**config.mk**
```make
export PLATFORM = sky130hd
export DESIGN_NAME = seq_chunk_adder_flat
export DESIGN_NICKNAME = d
export VERILOG_FILES = /design/src/rtl/seq_chunk_adder_if.sv /design/src/rtl/seq_chunk_adder.sv /design/src/flat_wrapper.sv
export SDC_FILE = /design/constraint.sdc
export NUM_CORES = 1
export LEC_CHECK = 0
export ABC_AREA = 1
export BUFFER_PORTS_ARGS = -buffer_cell sky130_fd_sc_hd__buf_4
export CORE_MARGIN = 3
export CORE_UTILIZATION = 39
export CTS_BUF_LIST = sky130_fd_sc_hd__clkbuf_4 sky130_fd_sc_hd__clkbuf_8 sky130_fd_sc_hd__clkbuf_16
export DETAILED_ROUTE_END_ITERATION = 7
export SYNTH_ARGS = -nofsm -noshare
export SYNTH_HDL_FRONTEND = slang
export SYNTH_SLANG_ARGS = --single-unit
```
**constraint.sdc**
```tcl
create_clock -name clk -period 4.55 [get_ports clk]
set_input_delay 0.91 -clock clk [delete_from_list [all_inputs] [get_ports clk]]
set_output_delay 0.91 -clock clk [all_outputs]
set_load 0.03 [all_outputs]
```
**src/rtl/seq_chunk_adder_if.sv**
```systemverilog
// seq_chunk_adder_if: operand/result handshake bundle for seq_chunk_adder.
// Optional macro SEQ_CHUNK_ADDER_SUB_EN adds the Sub request bit.
`timescale 1ns/1ps
interface seq_chunk_adder_if #(
    parameter int WIDTH = 32
);
    logic             in_valid;
    logic             in_ready;
    logic [WIDTH-1:0] A;
    logic [WIDTH-1:0] B;
    logic             Cin;
`ifdef SEQ_CHUNK_ADDER_SUB_EN
    logic             Sub;
`endif
    logic             out_valid;
    logic             out_ready;
    logic [WIDTH-1:0] Sum;
    logic             Cout;
    logic             Ovf;

`ifdef SEQ_CHUNK_ADDER_SUB_EN
    modport master (output in_valid, A, B, Cin, Sub, out_ready,
                    input  in_ready, out_valid, Sum, Cout, Ovf);
    modport slave  (input  in_valid, A, B, Cin, Sub, out_ready,
                    output in_ready, out_valid, Sum, Cout, Ovf);
`else
    modport master (output in_valid, A, B, Cin, out_ready,
                    input  in_ready, out_valid, Sum, Cout, Ovf);
    modport slave  (input  in_valid, A, B, Cin, out_ready,
                    output in_ready, out_valid, Sum, Cout, Ovf);
`endif
endinterface

```
**src/rtl/seq_chunk_adder.sv**
```systemverilog
// seq_chunk_adder: WIDTH-bit add performed CHUNK bits per clock with a
// registered carry between chunks. One operation in flight; valid/ready on
// both sides. Optional macro SEQ_CHUNK_ADDER_SUB_EN enables A - B via Sub.
`timescale 1ns/1ps
module seq_chunk_adder #(
    parameter int WIDTH = 32,
    parameter int CHUNK = 8
) (
    input logic              clk,
    input logic              rst_n,
    seq_chunk_adder_if.slave bus
);
    localparam int NCH = WIDTH / CHUNK;
    localparam int CW  = (NCH > 1) ? $clog2(NCH) : 1;

    generate
        if (CHUNK < 1 || CHUNK > WIDTH || (WIDTH % CHUNK) != 0) begin : g_bad_cfg
            $error("seq_chunk_adder: WIDTH must be a positive multiple of CHUNK");
        end
    endgenerate

    typedef enum logic [1:0] {IDLE, RUN, DONE} state_t;

    state_t                    state, state_nxt;
    logic [NCH-1:0][CHUNK-1:0] a_q, b_q, sum_q;
    logic [CW-1:0]             cnt;
    logic                      carry, cout_q, ovf_q;
    logic                      accept, last;
    logic [CHUNK-1:0]          a_ch, b_ch, s_ch;
    logic                      c_ch, cmsb;
    logic [WIDTH-1:0]          b_eff;
    logic                      cin_eff;

    assign accept = bus.in_valid && (state == IDLE);
    assign last   = (cnt == CW'(NCH - 1));

    // Operand conditioning: subtract is A + ~B + 1
`ifdef SEQ_CHUNK_ADDER_SUB_EN
    assign b_eff   = bus.Sub ? ~bus.B : bus.B;
    assign cin_eff = bus.Cin | bus.Sub;
`else
    assign b_eff   = bus.B;
    assign cin_eff = bus.Cin;
`endif

    // One chunk of the add; carry into the chunk MSB recovered from A^B^S
    always_comb begin
        a_ch         = a_q[cnt];
        b_ch         = b_q[cnt];
        {c_ch, s_ch} = {1'b0, a_ch} + {1'b0, b_ch} + {{CHUNK{1'b0}}, carry};
        cmsb         = a_ch[CHUNK-1] ^ b_ch[CHUNK-1] ^ s_ch[CHUNK-1];
    end

    // State register
    always_ff @(posedge clk) begin
        if (!rst_n) state <= IDLE;
        else        state <= state_nxt;
    end

    // Next-state: accept -> NCH run cycles -> hold result until taken
    always_comb begin
        state_nxt = state;
        case (state)
            IDLE:    if (bus.in_valid) state_nxt = RUN;
            RUN:     if (last)         state_nxt = DONE;
            DONE:    if (bus.out_ready) state_nxt = IDLE;
            default: state_nxt = IDLE;
        endcase
    end

    // Operand capture; contents only matter once RUN begins, so no reset
    always_ff @(posedge clk) begin
        if (accept) begin
            a_q <= bus.A;
            b_q <= b_eff;
        end
    end

    // Chunk counter, carry chain and result registers
    always_ff @(posedge clk) begin
        if (!rst_n) begin
            cnt    <= '0;
            carry  <= 1'b0;
            sum_q  <= '0;
            cout_q <= 1'b0;
            ovf_q  <= 1'b0;
        end else begin
            case (state)
                IDLE: begin
                    if (accept) begin
                        carry <= cin_eff;
                        cnt   <= '0;
                    end
                end
                RUN: begin
                    sum_q[cnt] <= s_ch;
                    carry      <= c_ch;
                    if (last) begin
                        cnt    <= '0;
                        cout_q <= c_ch;
                        ovf_q  <= cmsb ^ c_ch;
                    end else begin
                        cnt <= cnt + 1'b1;
                    end
                end
                default: ;
            endcase
        end
    end

    assign bus.in_ready  = (state == IDLE);
    assign bus.out_valid = (state == DONE);
    assign bus.Sum       = sum_q;
    assign bus.Cout      = cout_q;
    assign bus.Ovf       = ovf_q;

endmodule

```
**src/flat_wrapper.sv**
```systemverilog
// flat-port wrapper written by rule: the top's interface ports become plain ports
module seq_chunk_adder_flat 
#(
    parameter int WIDTH = 32,
    parameter int CHUNK = 8
)
  (clk, rst_n, bus_in_valid, bus_A, bus_B, bus_Cin, bus_out_ready, bus_in_ready, bus_out_valid, bus_Sum, bus_Cout, bus_Ovf);
  seq_chunk_adder_if #(.WIDTH(WIDTH)) bus_i ();
  input logic clk;
  input logic rst_n;
  input wire logic [$bits(bus_i.in_valid)-1:0] bus_in_valid;
  input wire logic [$bits(bus_i.A)-1:0] bus_A;
  input wire logic [$bits(bus_i.B)-1:0] bus_B;
  input wire logic [$bits(bus_i.Cin)-1:0] bus_Cin;
  input wire logic [$bits(bus_i.out_ready)-1:0] bus_out_ready;
  output wire logic [$bits(bus_i.in_ready)-1:0] bus_in_ready;
  output wire logic [$bits(bus_i.out_valid)-1:0] bus_out_valid;
  output wire logic [$bits(bus_i.Sum)-1:0] bus_Sum;
  output wire logic [$bits(bus_i.Cout)-1:0] bus_Cout;
  output wire logic [$bits(bus_i.Ovf)-1:0] bus_Ovf;
  assign bus_i.in_valid = bus_in_valid;
  assign bus_i.A = bus_A;
  assign bus_i.B = bus_B;
  assign bus_i.Cin = bus_Cin;
  assign bus_i.out_ready = bus_out_ready;
  assign bus_in_ready = bus_i.in_ready;
  assign bus_out_valid = bus_i.out_valid;
  assign bus_Sum = bus_i.Sum;
  assign bus_Cout = bus_i.Cout;
  assign bus_Ovf = bus_i.Ovf;
  seq_chunk_adder #(.WIDTH(WIDTH), .CHUNK(CHUNK)) u_core (.clk(clk), .rst_n(rst_n), .bus(bus_i));
endmodule
```
==> metrics.yaml, run 1 <==
cp_data_arrival_time_ns: 3.72
synthArstFlopShare_pct: 0
crit_type: "register to register"
r2r_setup_slack_ns: 1.07
drv_cap: 0
ys_seq_elements: 103
globalplace.congestion: 0.798
rr_startpoint: "u_core.cnt[0]"
grt_pass1_vias: 3085
p_leak_nw: 2.51
rsz0062_at_grt: "false"
min_period_ns: 3.48
nets: 602
critPathLaunchType: "register"
yosys.cell_types.count: 34
cts_buffers: 9
final_max_slew_viol_count: 0
synth_top_cell_by_area: "edfxtp_1"
clockBufferDepth: 2
setup_tns_ns: 0
slowest_stage: "clkinv_1"
grt-busiest-layer: "met2"
die_area_sq_mm: 0.0127
dr_total_vias: 3187
ys_warn_count: 0
hp-class: "register to register"
power.density_mw_per_mm2: 404
post_cts_resized: 0
cts_tree: "done"
fmax_mhz: 287
clock_sinks: 103
antenna_found_initial: 0
synth_common_cells: "edfxtp_1 (64), inv_1 (51), nand2_1 (51)"
dp_hpwl_um: 6790
grt_pass1_wl_um: 15300
crit_path_start: "u_core.cnt[0]"
grt_usage_pct: 15.0
slew_headroom_pct: 41.6
critPathCaptureType: "register"
rows: 38
coreArea_sq_mm: 0.0110
cp.required_ns: 4.79
wl_um: 9340
drive_gt1_share_pct: 26.3
finalHoldViolCount: 0
overflow: 0
period_share_pct: 76.5
gr-usage-met3_pct: 3.45
yosysMostFrequentCell: "edfxtp_1"
worstMarginPinSlew_ns: 0.870
grtUsageMet2_pct: 22.7
stdcell_area_sq_mm: 0.00558
insertion_delay_ns: 0.35
setup_viol: 0
outcome: "complete, no violations"
die_y_um: 113
cp_cell_sequence: "buf_4, clkinv_1, o21ai_0, o22ai_1, fa_1, inv_1, fa_1, inv_1, nand3_1, nand2_1, a21oi_1, nand2_1, o211ai_2, inv_1"
ys.flop_type: "edfxtp_1"
hold_buffers: 0
fp.dieW_um: 113
use_met1_pct: 20.9
min_from: "u_core.bus.Sum[8]"
synth-edff-count: 64
synth.area.top_cells: "edfxtp_1 (43%), dfxtp_1 (18%), o21ai_0 (4.5%)"
avgRoutedWirePerCell_um: 14.0
post_cts_buffers: 0
netlist_area_sq_mm: 0.00443
path_clk_slew_ns: 0.07
synth_fp_nets: 501
cts_root_buffer: "clkbuf_16"
start_util_pct: 40.3
viasPerCell: 4.79
dpl_cell_area_sq_mm: 0.00529
n_antenna_cell: 0
finalClockSkew_ns: 0.0126
seq_area_frac_synth_pct: 61.1
syn_avg_cell_area_sq_um: 10.6
ant_nets: 0
cpPeakStageDelay_ns: 0.78
ctsHtreeMaxLevel: 3
grt_max_degree: 42
cp_max_fo: 36
area_delta_synth_final_pct: 26.1
netlist_instances: 419
portBuffers: 104
ios: 105
yosysTopAreaCellShare_pct: 43.4
ir_drop_mv: 0.176
drt_iter0_drc: 178
firstDrtPassIters: 4
crit_path_frequent_cell: "inv_1"
drcViolationCount: 0
==> per-stage QoR <==
stage | total power, W | hold slack [ns] | utilization, % | std cells | setup WS, ns
detailed placement | 0.00153 | 0.503 | 48.2 | 649 | 1.05
global route | 0.00237 | 0.555 | 50.8 | 665 | 0.587
CTS | 0.00227 | 0.525 | 50.8 | 665 | 1.04
finish | 0.00226 | 0.526 | 50.8 | 665 | 1.07
global placement | 0.00153 | 0.499 | 48.2 | 649 | 1.23
floorplan | 0.00139 | 0.485 | - | 419 | 1.82
==> final timing paths <==
kind	to	depth (start not counted)
max	u_core.bus.Cout	14
min	u_core.bus.Sum[8]	2
max reg2reg	u_core.bus.Cout	14
min reg2reg	u_core.bus.Sum[8]	2
==> worst max-delay path: cells and delay by family (launching register included) <==
| kind | cells | cell delay [ns] |
|---|---|---|
| simple gates | 3 | 0.30 |
| fa+ha+maj | 2 | 0.64 |
| compound gates | 4 | 0.81 |
| buf+inv | 5 | 1.28 |
| flops | 1 | 0.31 |
==> layout by cell type (no fill, tap or decap), types with 3 or more instances in the layout <==
| cell type | synthesis | routed |
|---|---|---|
| inv_1 | 51 | 50 |
| dfxtp_1 | 39 | 39 |
| clkbuf_16 | 0 | 9 |
| nand3_1 | 22 | 22 |
| inv_2 | 2 | 3 |
| o21a_1 | 13 | 13 |
| nor2_8 | 4 | 4 |
| o21ai_1 | 4 | 4 |
| nand2_1 | 51 | 51 |
| o21ai_0 | 40 | 40 |
| o21bai_1 | 4 | 4 |
| nor2_1 | 42 | 42 |
| buf_4 | 1 | 107 |
| a21oi_1 | 19 | 19 |
| edfxtp_1 | 64 | 64 |
| o211ai_1 | 3 | 3 |
| ha_1 | 11 | 11 |
| o22ai_1 | 14 | 14 |
| nand2_2 | 3 | 3 |
| clkinv_1 | 2 | 3 |
==> power breakdown <==
| group | internal (W) | switching [W] | total (W) |
|---|---|---|---|
| combinational | 0.000157 | 0.000277 | 0.000434 |
| clock | 0.000384 | 0.000363 | 0.000747 |
| sequential | 0.00105 | 0.0000224 | 0.00108 |
==> registers in the layout, summed over array words and instances (netlist names) <==
register,count
u_core.a_q,32
u_core.b_q,32
u_core.bus.Sum,32
u_core.cnt,2
u_core.state,2
u_core.bus.Cout,1
u_core.bus.Ovf,1
u_core.carry,1
==> final cells by class <==
type / count / area [sq um]
Clock buffer: 9 / 225
Sequential cell: 103 / 2700
Tap cell: 140 / 175
Clock inverter: 7 / 66.3
Multi-Input combinational cell: 244 / 1410
Timing Repair Buffer: 107 / 803
Inverter: 55 / 206
Fill cell: 999 / 5400
==> routing by layer <==
| layer | share of wire (%) | up-vias |
|---|---|---|
| li1 | - | 1626 |
| met1 | 48 | 1450 |
| met2 | 43 | 98 |
| met3 | 6.6 | 13 |
| met4 | 2.2 | 0 |
| met5 | 0 | - |
==> kinds of logic (layout without fill, tap and decap cells) <==
| kind of cell | count (synthesis) | count (layout) | share of synthesized area, % |
|---|---|---|---|
| adders and majority gates | 13 | 13 | 4.01 |
| AOI/OAI and AO/OA | 103 | 103 | 13.8 |
| xor gates and xnor gates | 2 | 2 | 0.396 |
| buffers and inverters | 72 | 178 | 7.21 |
| DFF | 103 | 103 | 61.1 |
| and+or+nand+nor | 126 | 126 | 13.6 |
(Power assumes the default switching activity.)
==> run 2: changes to the inputs <==
--- a/config.mk
+++ b/config.mk
@@ -5,7 +5,7 @@
 export SDC_FILE = /design/constraint.sdc
 export NUM_CORES = 1
 export LEC_CHECK = 0
-export ABC_AREA = 1
+export ABC_AREA = 0
 export BUFFER_PORTS_ARGS = -buffer_cell sky130_fd_sc_hd__buf_4
 export CORE_MARGIN = 3
 export CORE_UTILIZATION = 39
==> constraint.sdc (replaced) <==
create_clock -name clk -period 3.1 [get_ports clk]
set_input_delay 0.62 -clock clk [delete_from_list [all_inputs] [get_ports clk]]
set_output_delay 0.62 -clock clk [all_outputs]
set_load 0.03 [all_outputs]
==> run 2 against run 1 <==
Effect of this change:
- combinational power is 10% higher
- worst setup slack worse by 0.80 ns
- flip-flop and latch count unchanged
- cell area shrank 5.6%
- critical endpoint is now u_core.bus.Sum[29]
==> metrics.yaml, run 2 <==
critPathLaunchType: "register"
insertion_delay_ns: 0.36
cts_buffers: 9
drcViolationCount: 0
globalplace.congestion: 0.822
place_inst: 530
slew_headroom_pct: 49.8
netlist_area_sq_mm: 0.00413
period_share_pct: 91.4
clockBufferDepth: 2
hp-class: "input pin to register"
synth-edff-count: 64
drv_cap: 0
stdcell_count: 546
ctsHtreeMaxLevel: 3
cts_root_buffer: "clkbuf_8"
setup_viol: 0
synth_top_cell_by_area: "edfxtp_1"
p_leak_nw: 2.01
synth.area.top_cells: "edfxtp_1 (46%), dfxtp_1 (19%), mux4_2 (8.7%)"
yosysMostFrequentCell: "edfxtp_1"
clock_sinks: 103
area_delta_synth_final_pct: 27.5
synth_fp_nets: 383
path_clk_slew_ns: 0.10
grt_pass1_wl_um: 13100
dr_total_vias: 2680
finalHoldViolCount: 0
start_util_pct: 41.2
synthArstFlopShare_pct: 0
power.density_mw_per_mm2: 547
critPathCaptureType: "register"
syn_avg_cell_area_sq_um: 13.7
netlist_instances: 301
grt_pass1_vias: 2641
grt_usage_pct: 14.6
worstMarginPinSlew_ns: 0.748
nets: 490
layout_common_cells: "buf_4 (107), edfxtp_1 (64), dfxtp_1 (39)"
avgRoutedWirePerCell_um: 15.3
coreArea_sq_mm: 0.0100
ant_nets: 0
holdWs_ns: 0.432
die_y_um: 109
die_area_sq_mm: 0.0119
drive_gt1_share_pct: 35.8
cts_tree: "done"
rsz0062_at_grt: "false"
setup_tns_ns: 0
crit_type: "register to register"
yosysTopAreaCellShare_pct: 46.5
final_max_slew_viol_count: 0
yosys.cell_types.count: 39
cp.required_ns: 3.33
antenna_found_initial: 0
fillers: 856
ys.flop_type: "edfxtp_1"
rows: 36
synth_common_cells: "edfxtp_1 (64), dfxtp_1 (39), nand2_1 (38)"
ys_seq_elements: 103
finalClockSkew_ns: 0.0127
wl_um: 8350
cp_max_fo: 14
ys_warn_count: 0
grt_max_degree: 65
overflow: 0
total_power_w: 0.00288
multi_input_area_sq_mm: 0.00134
ios: 105
layout_commonest_cell: "buf_4"
ir_drop_mv: 0.257
post-route-util_pct: 52.5
outcome: "complete, no violations"
seqCellArea_sq_mm: 0.00270
hold_buffers: 0
fp.dieW_um: 109
firstDrtPassIters: 4
viasPerCell: 4.91
cp_data_arrival_time_ns: 3.06
min_period_ns: 2.83
seq_area_frac_synth_pct: 65.4
post_cts_buffers: 0
fmax_mhz: 353
n_antenna_cell: 0
post_cts_resized: 0
dp_hpwl_um: 6280
drt_iter0_drc: 109
portBuffers: 104
## run 2: metrics by stage
| step | setup slack (ns) | area [sq um] |
|---|---|---|
| 6_report | 0.267 | 5270 |
| 5_1_grt | 0.0256 | 5270 |
| 4_1_cts | 0.236 | 5270 |
| 3_5_place_dp | 0.274 | 5060 |
| 3_3_place_gp | 0.350 | 5060 |
| 2_1_floorplan | 0.119 | 4130 |
## run 2: layout make-up
type	instances	share of cell area, %
clock buffer	9	2.35
clock inverter	7	1.52
inverter	8	0.570
multi-input combinational	178	25.5
sequential	103	51.3
tap	133	3.16
timing repair buffer	108	15.6
## run 2: cell families after synthesis
group / count (synthesis) / share of synthesized area (%)
AO/OA/AOI/OAI: 58 / 8.47
multiplexers: 17 / 8.96
buffers and inverters: 20 / 2.15
XOR/XNOR: 5 / 1.06
AND/OR/NAND/NOR: 85 / 9.69
flip-flops: 103 / 65.4
adder cells (fa/ha/maj): 13 / 4.30
## run 2: report_power, final
group	internal, W	leakage [nW]	switching (W)	total, W
logic	0.000207	0.990	0.000271	0.000479
registers	0.00153	0.926	0.0000269	0.00156
clock network	0.000383	0.0969	0.000461	0.000844
total	0.00212	2.01	0.000759	0.00288
## run 2: worst max-delay path: stages, from the launching register on
cell and delay, ns:
dfxtp_1 0.42, buf_4 0.33, mux4_2 0.56, ha_1 0.32
a211oi_1 0.35, o21ai_0 0.19, xnor2_1 0.37, o21ai_0 0.16
## run 2: worst paths after layout
path                           start                 end  slack (ns)  cells after the start
setup / recovery       u_core.cnt[0]  u_core.bus.Sum[29]        0.27                      7
hold / removal              bus_A[0]       u_core.a_q[0]        0.43                      1
setup reg to reg       u_core.cnt[0]  u_core.bus.Sum[29]        0.27                      7
hold reg to reg   u_core.bus.Sum[10]  u_core.bus.Sum[10]        0.46                      2
## run 2: routing by layer
| metal | GRT usage (%) | share of wire, % | vias up |
|---|---|---|---|
| met1 | 20.1 | 46 | 1252 |
| met5 | 0 | 0 | - |
| met3 | 3.32 | 6.8 | 7 |
| met4 | 5.95 | 1.3 | 0 |
| met2 | 22.4 | 46 | 102 |
| li1 | - | - | 1319 |
==> run 3: changes to the inputs <==
==> constraint.sdc (replaced) <==
create_clock -name clk -period 3.1 [get_ports clk]
set_input_delay 0.155 -clock clk [delete_from_list [all_inputs] [get_ports clk]]
set_output_delay 0.155 -clock clk [all_outputs]
set_load 0.03 [all_outputs]
==> run 3 against run 2 <==
Effect of this change:
- critical path depth is 1 higher
- combinational power is 15% higher
- clock power is 5.8% lower
- fmax is 1.6% higher
- clock-buffer cell count stayed put
- via count is 9.7% higher
- cell area is 12% higher
- sequential share of layout area is 5.4 points lower
- largest cell class unchanged
- hold slack worse by 0.38 ns
- critical endpoint is now u_core.bus.Sum[23]
- global-route usage is 2.2 points higher
==> metrics.yaml, run 3 (synthesized netlist as in run 2, its figures left out) <==
ctsHtreeMaxLevel: 3
firstDrtPassIters: 4
dr_total_vias: 2939
period_share_pct: 89.9
slew_headroom_pct: 49.7
r2r_setup_slack_ns: 0.31
slowest_stage: "mux4_2"
crit_type: "register to register"
ios: 105
wl_um: 9340
cpPeakStageDelay_ns: 0.57
holdWs_ns: 0.0491
setup_viol: 0
min_from: "bus_out_ready"
ir_drop_mv: 0.228
n_antenna_cell: 0
fillers: 806
drt_iter0_drc: 96
rr_endpoint: "u_core.bus.Sum[23]"
setup_tns_ns: 0
cp_max_fo: 14
seqCellArea_sq_mm: 0.00270
die_y_um: 109
critPathLaunchType: "register"
cts_root_buffer: "clkbuf_8"
place_inst: 531
layout_common_cells: "buf_4 (109), dlygate4sd3_1 (64), edfxtp_1 (64)"
pre_cts_slack_ns: 0.237
grt_pass1_vias: 3056
fin_ws_ns: 0.313
start_util_pct: 41.2
stdcell_count: 611
grt_max_degree: 32
antenna_found_initial: 0
drv_cap: 0
rows: 36
crit_path_frequent_cell: "a211oi_1"
grt_usage_pct: 16.8
finalHoldViolCount: 0
rsz0062_at_grt: "false"
dp_hpwl_um: 6320
grt_pass1_wl_um: 15100
outcome: "complete, no violations"
critPathCaptureType: "register"
crit_end: "u_core.bus.Sum[23]"
finalClockSkew_ns: 0.0127
coreArea_sq_mm: 0.0100
avgRoutedWirePerCell_um: 15.3
cp.required_ns: 3.33
insertion_delay_ns: 0.37
final_max_slew_viol_count: 0
power.density_mw_per_mm2: 493
nets: 555
worstRegToRegCells: 8
drcViolationCount: 0
portBuffers: 104
cts_tree: "done"
path_clk_slew_ns: 0.10
rr_startpoint: "u_core.cnt[0]"
crit_path_start: "u_core.cnt[0]"
cp_data_arrival_time_ns: 3.01
area_delta_synth_final_pct: 42.6
cp_cell_sequence: "buf_4, mux4_2, ha_1, a211oi_1, o211ai_2, nand2_1, xor2_1, a211oi_1"
clock_sinks: 103
layout_commonest_cell: "buf_4"
globalplace.congestion: 0.829
cts_buffers: 9
overflow: 0
ant_nets: 0
clockBufferDepth: 2
die_area_sq_mm: 0.0119
fp.dieW_um: 109
viasPerCell: 4.81
min_period_ns: 2.79
multi_input_area_sq_mm: 0.00135
hp-class: "input pin to register"
p_leak_nw: 2.29
drive_gt1_share_pct: 31.6
worstMarginPinSlew_ns: 0.749
fmax_mhz: 359
## run 3: worst max-delay path: cells and delay by family (launching register included)
family | cells | cell delay (ns)
AND/OR/NAND/NOR | 1 | 0.10
XOR/XNOR | 1 | 0.27
buffers and inverters | 1 | 0.33
adder cells (fa/ha/maj) | 1 | 0.33
flip-flops | 1 | 0.43
AO/OA/AOI/OAI | 3 | 0.62
multiplexers | 1 | 0.57
## run 3: what timing repair did
action                                 in CTS  in global routing
endpoints found under the hold margin      64                  0
hold buffers                               64                  0
gates resized for setup                     0                  1
setup endpoints to repair                   0                  1
setup buffers                               0                  0
## run 3: worst min path at each step
stage / end / slack [ns] / depth (start not counted)
after CTS: u_core.state[1] / 0.03 / 3
after global placement: u_core.a_q[28] / 0.33 / 1
after global routing: u_core.state[1] / 0.06 / 3
after floorplan: u_core.a_q[0] / 0.25 / 0
after detailed placement: u_core.a_q[10] / 0.33 / 1
final: u_core.state[1] / 0.05 / 3
## run 3: cell type report
cell class	count	area share, %
multi-input combinational	178	22.9
clock buffer	9	2.10
timing repair buffer	173	24.8
clock inverter	7	1.06
sequential	103	45.9
tap	133	2.82
inverter	8	0.509
## run 3: per-stage QoR
step / area (sq um) / util [%] / power, W
final: 5890 / 58.7 / 0.00290
after global routing: 5890 / 58.7 / 0.00305
after CTS: 5890 / 58.6 / 0.00293
after detailed placement: 5060 / 50.4 / 0.00207
after global placement: 5060 / 50.4 / 0.00207
after floorplan: 4130 / - / 0.00189
## run 3: routing by layer
metal / share of wire (%) / track usage, %
met1: 43 / 21.7
met2: 49 / 27.9
met3: 6.5 / 3.49
met4: 1.6 / 6.31
met5: 0 / 0
## run 3: power by group
| part | switching, W | internal (W) |
|---|---|---|
| sequential | 0.0000258 | 0.00153 |
| clock | 0.000484 | 0.000311 |
| combinational | 0.000288 | 0.000262 |
| total | 0.000798 | 0.00211 |
